==> src/rtl/ahb_mtx_out_arb.sv <==
// Round-robin address/data phase arbiter for one AHB bus-matrix output port.
// Ownership is held through continuing bursts and locked sequences.
module ahb_mtx_out_arb #(
    parameter int NUM_IN = 3,
    parameter int IDX_W  = 2
) (
    input  logic              HCLK,
    input  logic              HRESETn,
    input  logic [NUM_IN-1:0] req_in,
    input  logic [NUM_IN-1:0] hold_in,
    input  logic [NUM_IN-1:0] lock_in,
    input  logic              HREADYM,
    output logic [IDX_W-1:0]  addr_in_port,
    output logic              no_port,
    output logic [NUM_IN-1:0] active_in,
    output logic [IDX_W-1:0]  data_in_port,
    output logic              data_valid
);

    localparam int PAD = 1 << IDX_W;

    logic [IDX_W-1:0] addr_port_reg;
    logic             no_port_reg;
    logic [IDX_W-1:0] last_reg;
    logic [IDX_W-1:0] data_port_reg;
    logic             data_valid_reg;

    logic [PAD-1:0]   req_pad;
    logic [PAD-1:0]   hold_pad;
    logic [PAD-1:0]   lock_pad;
    logic             keep_next;
    logic             rr_hit_next;
    logic [IDX_W-1:0] rr_idx_next;

    // Padding to a power of two keeps the owner index in range for any NUM_IN.
    assign req_pad  = PAD'(req_in);
    assign hold_pad = PAD'(hold_in);
    assign lock_pad = PAD'(lock_in);

    assign keep_next = ~no_port_reg &
                       (lock_pad[addr_port_reg] |
                        (req_pad[addr_port_reg] & hold_pad[addr_port_reg]));

    // Walk from the farthest candidate back to last+1 so the nearest requester wins.
    always_comb begin
        rr_hit_next = 1'b0;
        rr_idx_next = last_reg;
        for (int k = NUM_IN; k >= 1; k--) begin
            int cand;
            cand = int'(last_reg) + k;
            if (cand >= NUM_IN) begin
                cand = cand - NUM_IN;
            end
            if (req_in[cand]) begin
                rr_hit_next = 1'b1;
                rr_idx_next = IDX_W'(cand);
            end
        end
    end

    always_ff @(posedge HCLK or negedge HRESETn) begin
        if (!HRESETn) begin
            addr_port_reg  <= '0;
            no_port_reg    <= 1'b1;
            last_reg       <= IDX_W'(NUM_IN - 1);
            data_port_reg  <= '0;
            data_valid_reg <= 1'b0;
        end else if (HREADYM) begin
            data_port_reg  <= addr_port_reg;
            data_valid_reg <= ~no_port_reg & req_pad[addr_port_reg];
            if (keep_next) begin
                no_port_reg <= 1'b0;
            end else if (rr_hit_next) begin
                addr_port_reg <= rr_idx_next;
                last_reg      <= rr_idx_next;
                no_port_reg   <= 1'b0;
            end else begin
                no_port_reg <= 1'b1;
            end
        end
    end

    genvar gi;
    generate
        for (gi = 0; gi < NUM_IN; gi++) begin : g_active
            assign active_in[gi] = ~no_port_reg & (addr_port_reg == IDX_W'(gi));
        end
    endgenerate

    assign addr_in_port = addr_port_reg;
    assign no_port      = no_port_reg;
    assign data_in_port = data_port_reg;
    assign data_valid   = data_valid_reg;

endmodule

==> config.mk <==
export PLATFORM = sky130hd
export DESIGN_NAME = ahb_mtx_out_arb
export DESIGN_NICKNAME = d
export VERILOG_FILES = /design/src/rtl/ahb_mtx_out_arb.sv
export SDC_FILE = /design/constraint.sdc
export NUM_CORES = 1
export LEC_CHECK = 0
export ABC_AREA = 0
export CAP_MARGIN = 10
export CORE_MARGIN = 2
export CORE_UTILIZATION = 44
export CTS_BUF_LIST = sky130_fd_sc_hd__clkbuf_16
export CTS_CLUSTER_DIAMETER = 30
export DETAILED_ROUTE_END_ITERATION = 16
export PLACE_DENSITY = 0.77
export SYNTH_ARGS = -nofsm -noshare
export SYNTH_HDL_FRONTEND = slang
export SYNTH_SLANG_ARGS = --single-unit
==> constraint.sdc <==
create_clock -name HCLK -period 2.61 [get_ports HCLK]
set_clock_uncertainty 0.1 [all_clocks]
set_input_delay 0.522 -clock HCLK [delete_from_list [all_inputs] [get_ports HCLK]]
set_output_delay 0.522 -clock HCLK [all_outputs]
set_load 0.02 [all_outputs]
Word-level counts from Yosys, hierarchy flattened. Index checks and enable logic that the tools add are counted.

Register bits: 8. Input bits: 12. Output and inout port bits: 9. Logic and storage cells: 57.

Add/sub/neg operators: 6. Magnitude comparators: 7. Eq/ne operators: 2. Multiplexer cells: 26. Bitwise gates (word level): 9. Reduce and logical (&&, ||, !) cells: 2.

Operator list (number): $lt A32 B4 Y1 const B (3); $mux W32 (3); $mux W1 (14); $bmux W1 S2 (6); $sub A3 B2 Y4 const B (3); $ge A3 B2 Y1 const B (3); $add A2 B2 Y3 const B (2); $and A1 B1 Y1 (6); $mux W2 (3); $add A2 B1 Y3 const B (1); $lt A2 B3 Y1 const B (1); $reduce_and A3 Y1 (1); $eq A2 B1 Y1 const B (1); $eq A2 B2 Y1 const B (1); $logic_not A2 Y1 (1); $not A1 Y1 (2); $or A1 B1 Y1 (1).

Depth between registers and ports, before layout.
Depth in word-level cells: 11. Gate-level depth with buffers: 9. Gate-level depth less buffers: 7.

Worst setup path before layout. Ideal clock, no wire load.

Path type: reg2reg. Start point: register addr_port_reg[0] (netlist: addr_in_port[0]). End point: register addr_port_reg[0] (netlist: addr_in_port[0]). Library setup time: 0.125 ns. Arrival time: 2.082 ns. Setup slack: 0.303 ns. Stages on the path, launching flop included: 10. Cell sequence: dfrtp_1 > buf_2 > inv_2 > ha_1 > buf_2 > mux2i_1 > o22ai_1 > a211oi_1 > nor2_2 > mux2_4.

Cells in the longest elaborated chain, start to end: 7.

Ends and longest elaborated chain: from (decl) (RTL line 22) `logic [IDX_W-1:0] addr_port_reg;`; from (signal assigned) (RTL line 74) `addr_port_reg <= rr_idx_next;`; $bmux W1 S2 (RTL line 42) `(req_pad[addr_port_reg] & hold_pad[addr_port_reg]));`; $mux W1 (implied by the code) (RTL line 42); $and A1 B1 Y1 (RTL line 42); $or A1 B1 Y1 (*) (RTL line 41) `(lock_pad[addr_port_reg] |`; $and A1 B1 Y1 (*) (RTL line 40) `assign keep_next = ~no_port_reg &`; $not A1 Y1 (no line) (*); $reduce_and A3 Y1 (no line) (*).

Mark *: on every way between the ends. The rest lies on a longest branch, timed or not. The select of a mux whose other input is x is not followed. A chain may end at the register's enable or synchronous reset.

Worst setup path after layout.
Start point: register last_reg[1]. End point: register addr_port_reg[0] (netlist: addr_in_port[0]).

Cells in the longest elaborated chain, start to end: 10.

Ends and longest elaborated chain: from (decl) (RTL line 24) `logic [IDX_W-1:0] last_reg;`; from (signal assigned) (RTL line 65) `last_reg <= IDX_W'(NUM_IN - 1);`; from (signal assigned) (RTL line 75) `last_reg <= rr_idx_next;`; $add A2 B2 Y3 (RTL line 50) `cand = int'(last_reg) + k;`; $sub A3 B2 Y4 or $ge A3 B2 Y1 (tied branches) (RTL line 52, 51); $mux W32 (RTL line 51) `if (cand >= NUM_IN) begin`; $bmux W1 S2 (RTL line 54) `if (req_in[cand]) begin`; $mux W1 (implied by the code) (2 in series) (RTL line 54); $mux W1 (3 in series) (RTL line 54); $reduce_and A3 Y1 (no line).

Parallel ways exist; a longest one is shown, timed or not. The select of a mux whose other input is x is not followed.

==> impl_metrics.ini <==
[run_status]
status = complete, no violations

[power]
pwr-share-seq = 0.169
p_int_uw = 803
p_leak_uw = 0.000406
power.density_nw_per_um2 = 1490
power_frac_comb = 0.644
power.clock.fraction = 0.186
power.share.switching = 0.417
fin_total_pwr_uw = 1380
ir_drop_mv = 0.918
switchingPower_uw = 574

[timing]
worst_pin_slew_ns = 0.409
period_share = 0.935
relSlewSlack = 0.728
setup_ws_ns = 0.170
rsz0062_at_grt = no
setup_viol = 0
max_freq_mhz = 410
final.setup.tns_ns = 0
final_hold_viol_count = 0
period_minus_slack_ns = 2.44
slew_viol_final = 0

[logic_synthesis]
synth_nets = 81
netlist.area_leader.share = 0.199
async_flop_share = 1.00
yosys_warnings = 0
synth_edf_count = 0
synthCells = 66
avgSynthCellArea_um2 = 9.54
ys_seq_area_frac = 0.282
synth_top_area_cell = dfrtp_1
synth-main-ff-cell = dfrtp_1
synth_common_cells = inv_1 (6), dfrtp_1 (5), mux2i_1 (5), nor2_1 (4), o22ai_1 (4)
synth.most_common_cell = inv_1
synthTopCellsByArea = dfrtp_1 (20%), dfstp_2 (8.3%), mux2i_1 (8.0%), ha_1 (6.0%), mux2_2 (5.4%)
synth.cell_area_um2 = 629
synth_cell_types = 36
synth-seq-cells = 7

[setup_path]
cp_slowest_cell = dfstp_2
worstPathArrival_ns = 2.45
cp.required_ns = 2.62
slowest_delay_ns = 0.55
crit_fanout = 12
cp-start-kind = flip-flop
crit_type = flip-flop to flip-flop
crit_chain = inv_1 -> ha_2 -> nor2_1 -> a21o_1 -> a211oi_1 -> buf_4 -> nor2_2 -> mux2_4
endpoint_kind = flip-flop
worstRegToRegCells = 8

[route]
detail_route.first_pass.iterations = 4
drt-wirelength-per-cell_um = 16.0
vias = 592
routed_via_density = 5.75
wl_um = 1650
dr.first_iter.drc_count = 10
drc = 0
ant_nets = 0

[floorplan]
dieHeight_um = 41.8
rows = 13
initial_core_util = 0.478
io-pin-count = 21
die_x_um = 41.8
coreArea_um2 = 1320
die-area_um2 = 1750

[grt]
grt_pass1_vias = 605
grt_max_degree = 13
overflow = 0
grt_pass1_wl_um = 2680
antenna_found_initial = 0
grtUsageTotal = 0.200

[place]
dp.cells = 99
placed_area_um2 = 835
post-dp-hpwl_um = 1110
gp_congestion = 0.836
place.port_buffers = 20
place_ws_ns = 0.199

[job]
maxCapViolations = 0

[min_path]
holdPathStages = 1
hp-class = flip-flop to flip-flop

[cells_and_area]
stdcell_count = 103
fin_area_um2 = 922
diodes = 0
fill_cells = 109
layout.nets = 104
drive_above_1_share = 0.239
syn2layout_area_growth_pct = 46.5

[cts]
cts_sinks = 7
cts_buffers = 3
holdBufCountCts = 0
clkLatencyLatePin_ns = 0.23
cts-root-buf = clkbuf_16
cts_tree = yes
h-tree-depth = 1
cts.clk_slew.worst_paths_ns = 0.04
clock_path_buffers = 2
[stage by stage]
stage / hold slack (ns) / utilization
after global placement: 0.389 / 0.633
final: 0.408 / 0.700
after detailed placement: 0.395 / 0.633
after floorplan: 0.126 / -
after CTS: 0.412 / 0.693
after global routing: 0.427 / 0.700
[power by group through the flow]
stage / sequential, uW / clock, uW / combinational [uW]
2_1_floorplan: 258 / 0 / 563
3_3_place_gp: 231 / 0 / 827
3_5_place_dp: 232 / 0 / 842
4_1_cts: 234 / 258 / 867
5_1_grt: 243 / 265 / 953
6_report: 233 / 256 / 887
[per-layer routing]
| layer | routed length (um) | global-route usage | vias to the layer above |
|---|---|---|---|
| met3 | 70 | 0.0174 | 6 |
| met1 | 732 | 0.253 | 278 |
| met2 | 799 | 0.338 | 21 |
| met4 | 45 | 0.0968 | 0 |
| met5 | 0 | 0 | - |
| li1 | - | - | 287 |
[cell usage in the layout (no fill, tap or decap), types with 2 or more instances in the layout]
cell | Yosys | layout
clkdlybuf4s50_1 | 0 | 20
inv_1 | 6 | 7
mux2i_1 | 5 | 5
dfrtp_1 | 5 | 5
nor2_1 | 4 | 4
o22ai_1 | 4 | 4
mux2_2 | 3 | 3
clkbuf_16 | 0 | 3
nand2_1 | 2 | 2
a21o_1 | 2 | 2
and3b_2 | 2 | 2
a21oi_1 | 2 | 2
o21ba_1 | 2 | 2
ha_1 | 3 | 2
dfstp_2 | 2 | 2
buf_4 | 1 | 2
[cell families (layout without fill, tap and decap cells)]
group | after synthesis | count (layout) | synth area share
AO/OA/AOI/OAI | 21 | 21 | 0.264
adder cells (fa/ha/maj) | 3 | 3 | 0.0596
buffers and inverters | 11 | 33 | 0.0875
flip-flops | 7 | 7 | 0.282
multiplexers | 10 | 10 | 0.175
AND/OR/NAND/NOR | 14 | 14 | 0.131
[what timing repair did]
action	in CTS	in global routing
resized for setup	0	2
setup buffers	0	0
setup endpoints to repair	0	3
[critical path: cells and delay by family, from the launching register on]
kind	cells	cell delay [ns]
multiplexers	1	0.30
AND/OR/NAND/NOR	2	0.18
flip-flops	1	0.55
AO/OA/AOI/OAI	2	0.45
buffers and inverters	2	0.28
adder cells (fa/ha/maj)	1	0.46
[layout make-up]
cell class,instances,area (um^2),area share
Multi-Input combinational cell,48,405,0.440
Timing Repair Buffer,22,215,0.233
Sequential cell,7,178,0.193
Clock buffer,3,75.1,0.0814
Inverter,7,26.3,0.0285
Tap cell,15,18.8,0.0204
Clock inverter,1,3.75,0.00407
[path summary, 6_finish.rpt]
| check | end | slack [ns] | from |
|---|---|---|---|
| max in group asynchronous | last_reg[1]$_DFFE_PN1P_ | 1.66 | HRESETn |
| hold / removal | data_in_port[0]$_DFFE_PN0P_ | 0.41 | data_in_port[0]$_DFFE_PN0P_ |
| setup reg to reg | addr_in_port[0]$_DFFE_PN0P_ | 0.17 | last_reg[1]$_DFFE_PN1P_ |
| hold reg to reg | data_in_port[0]$_DFFE_PN0P_ | 0.41 | data_in_port[0]$_DFFE_PN0P_ |
| min in group asynchronous | data_in_port[0]$_DFFE_PN0P_ | 0.46 | HRESETn |
| setup / recovery | addr_in_port[0]$_DFFE_PN0P_ | 0.17 | last_reg[1]$_DFFE_PN1P_ |
No activity file was read; power rests on OpenSTA's default activity.
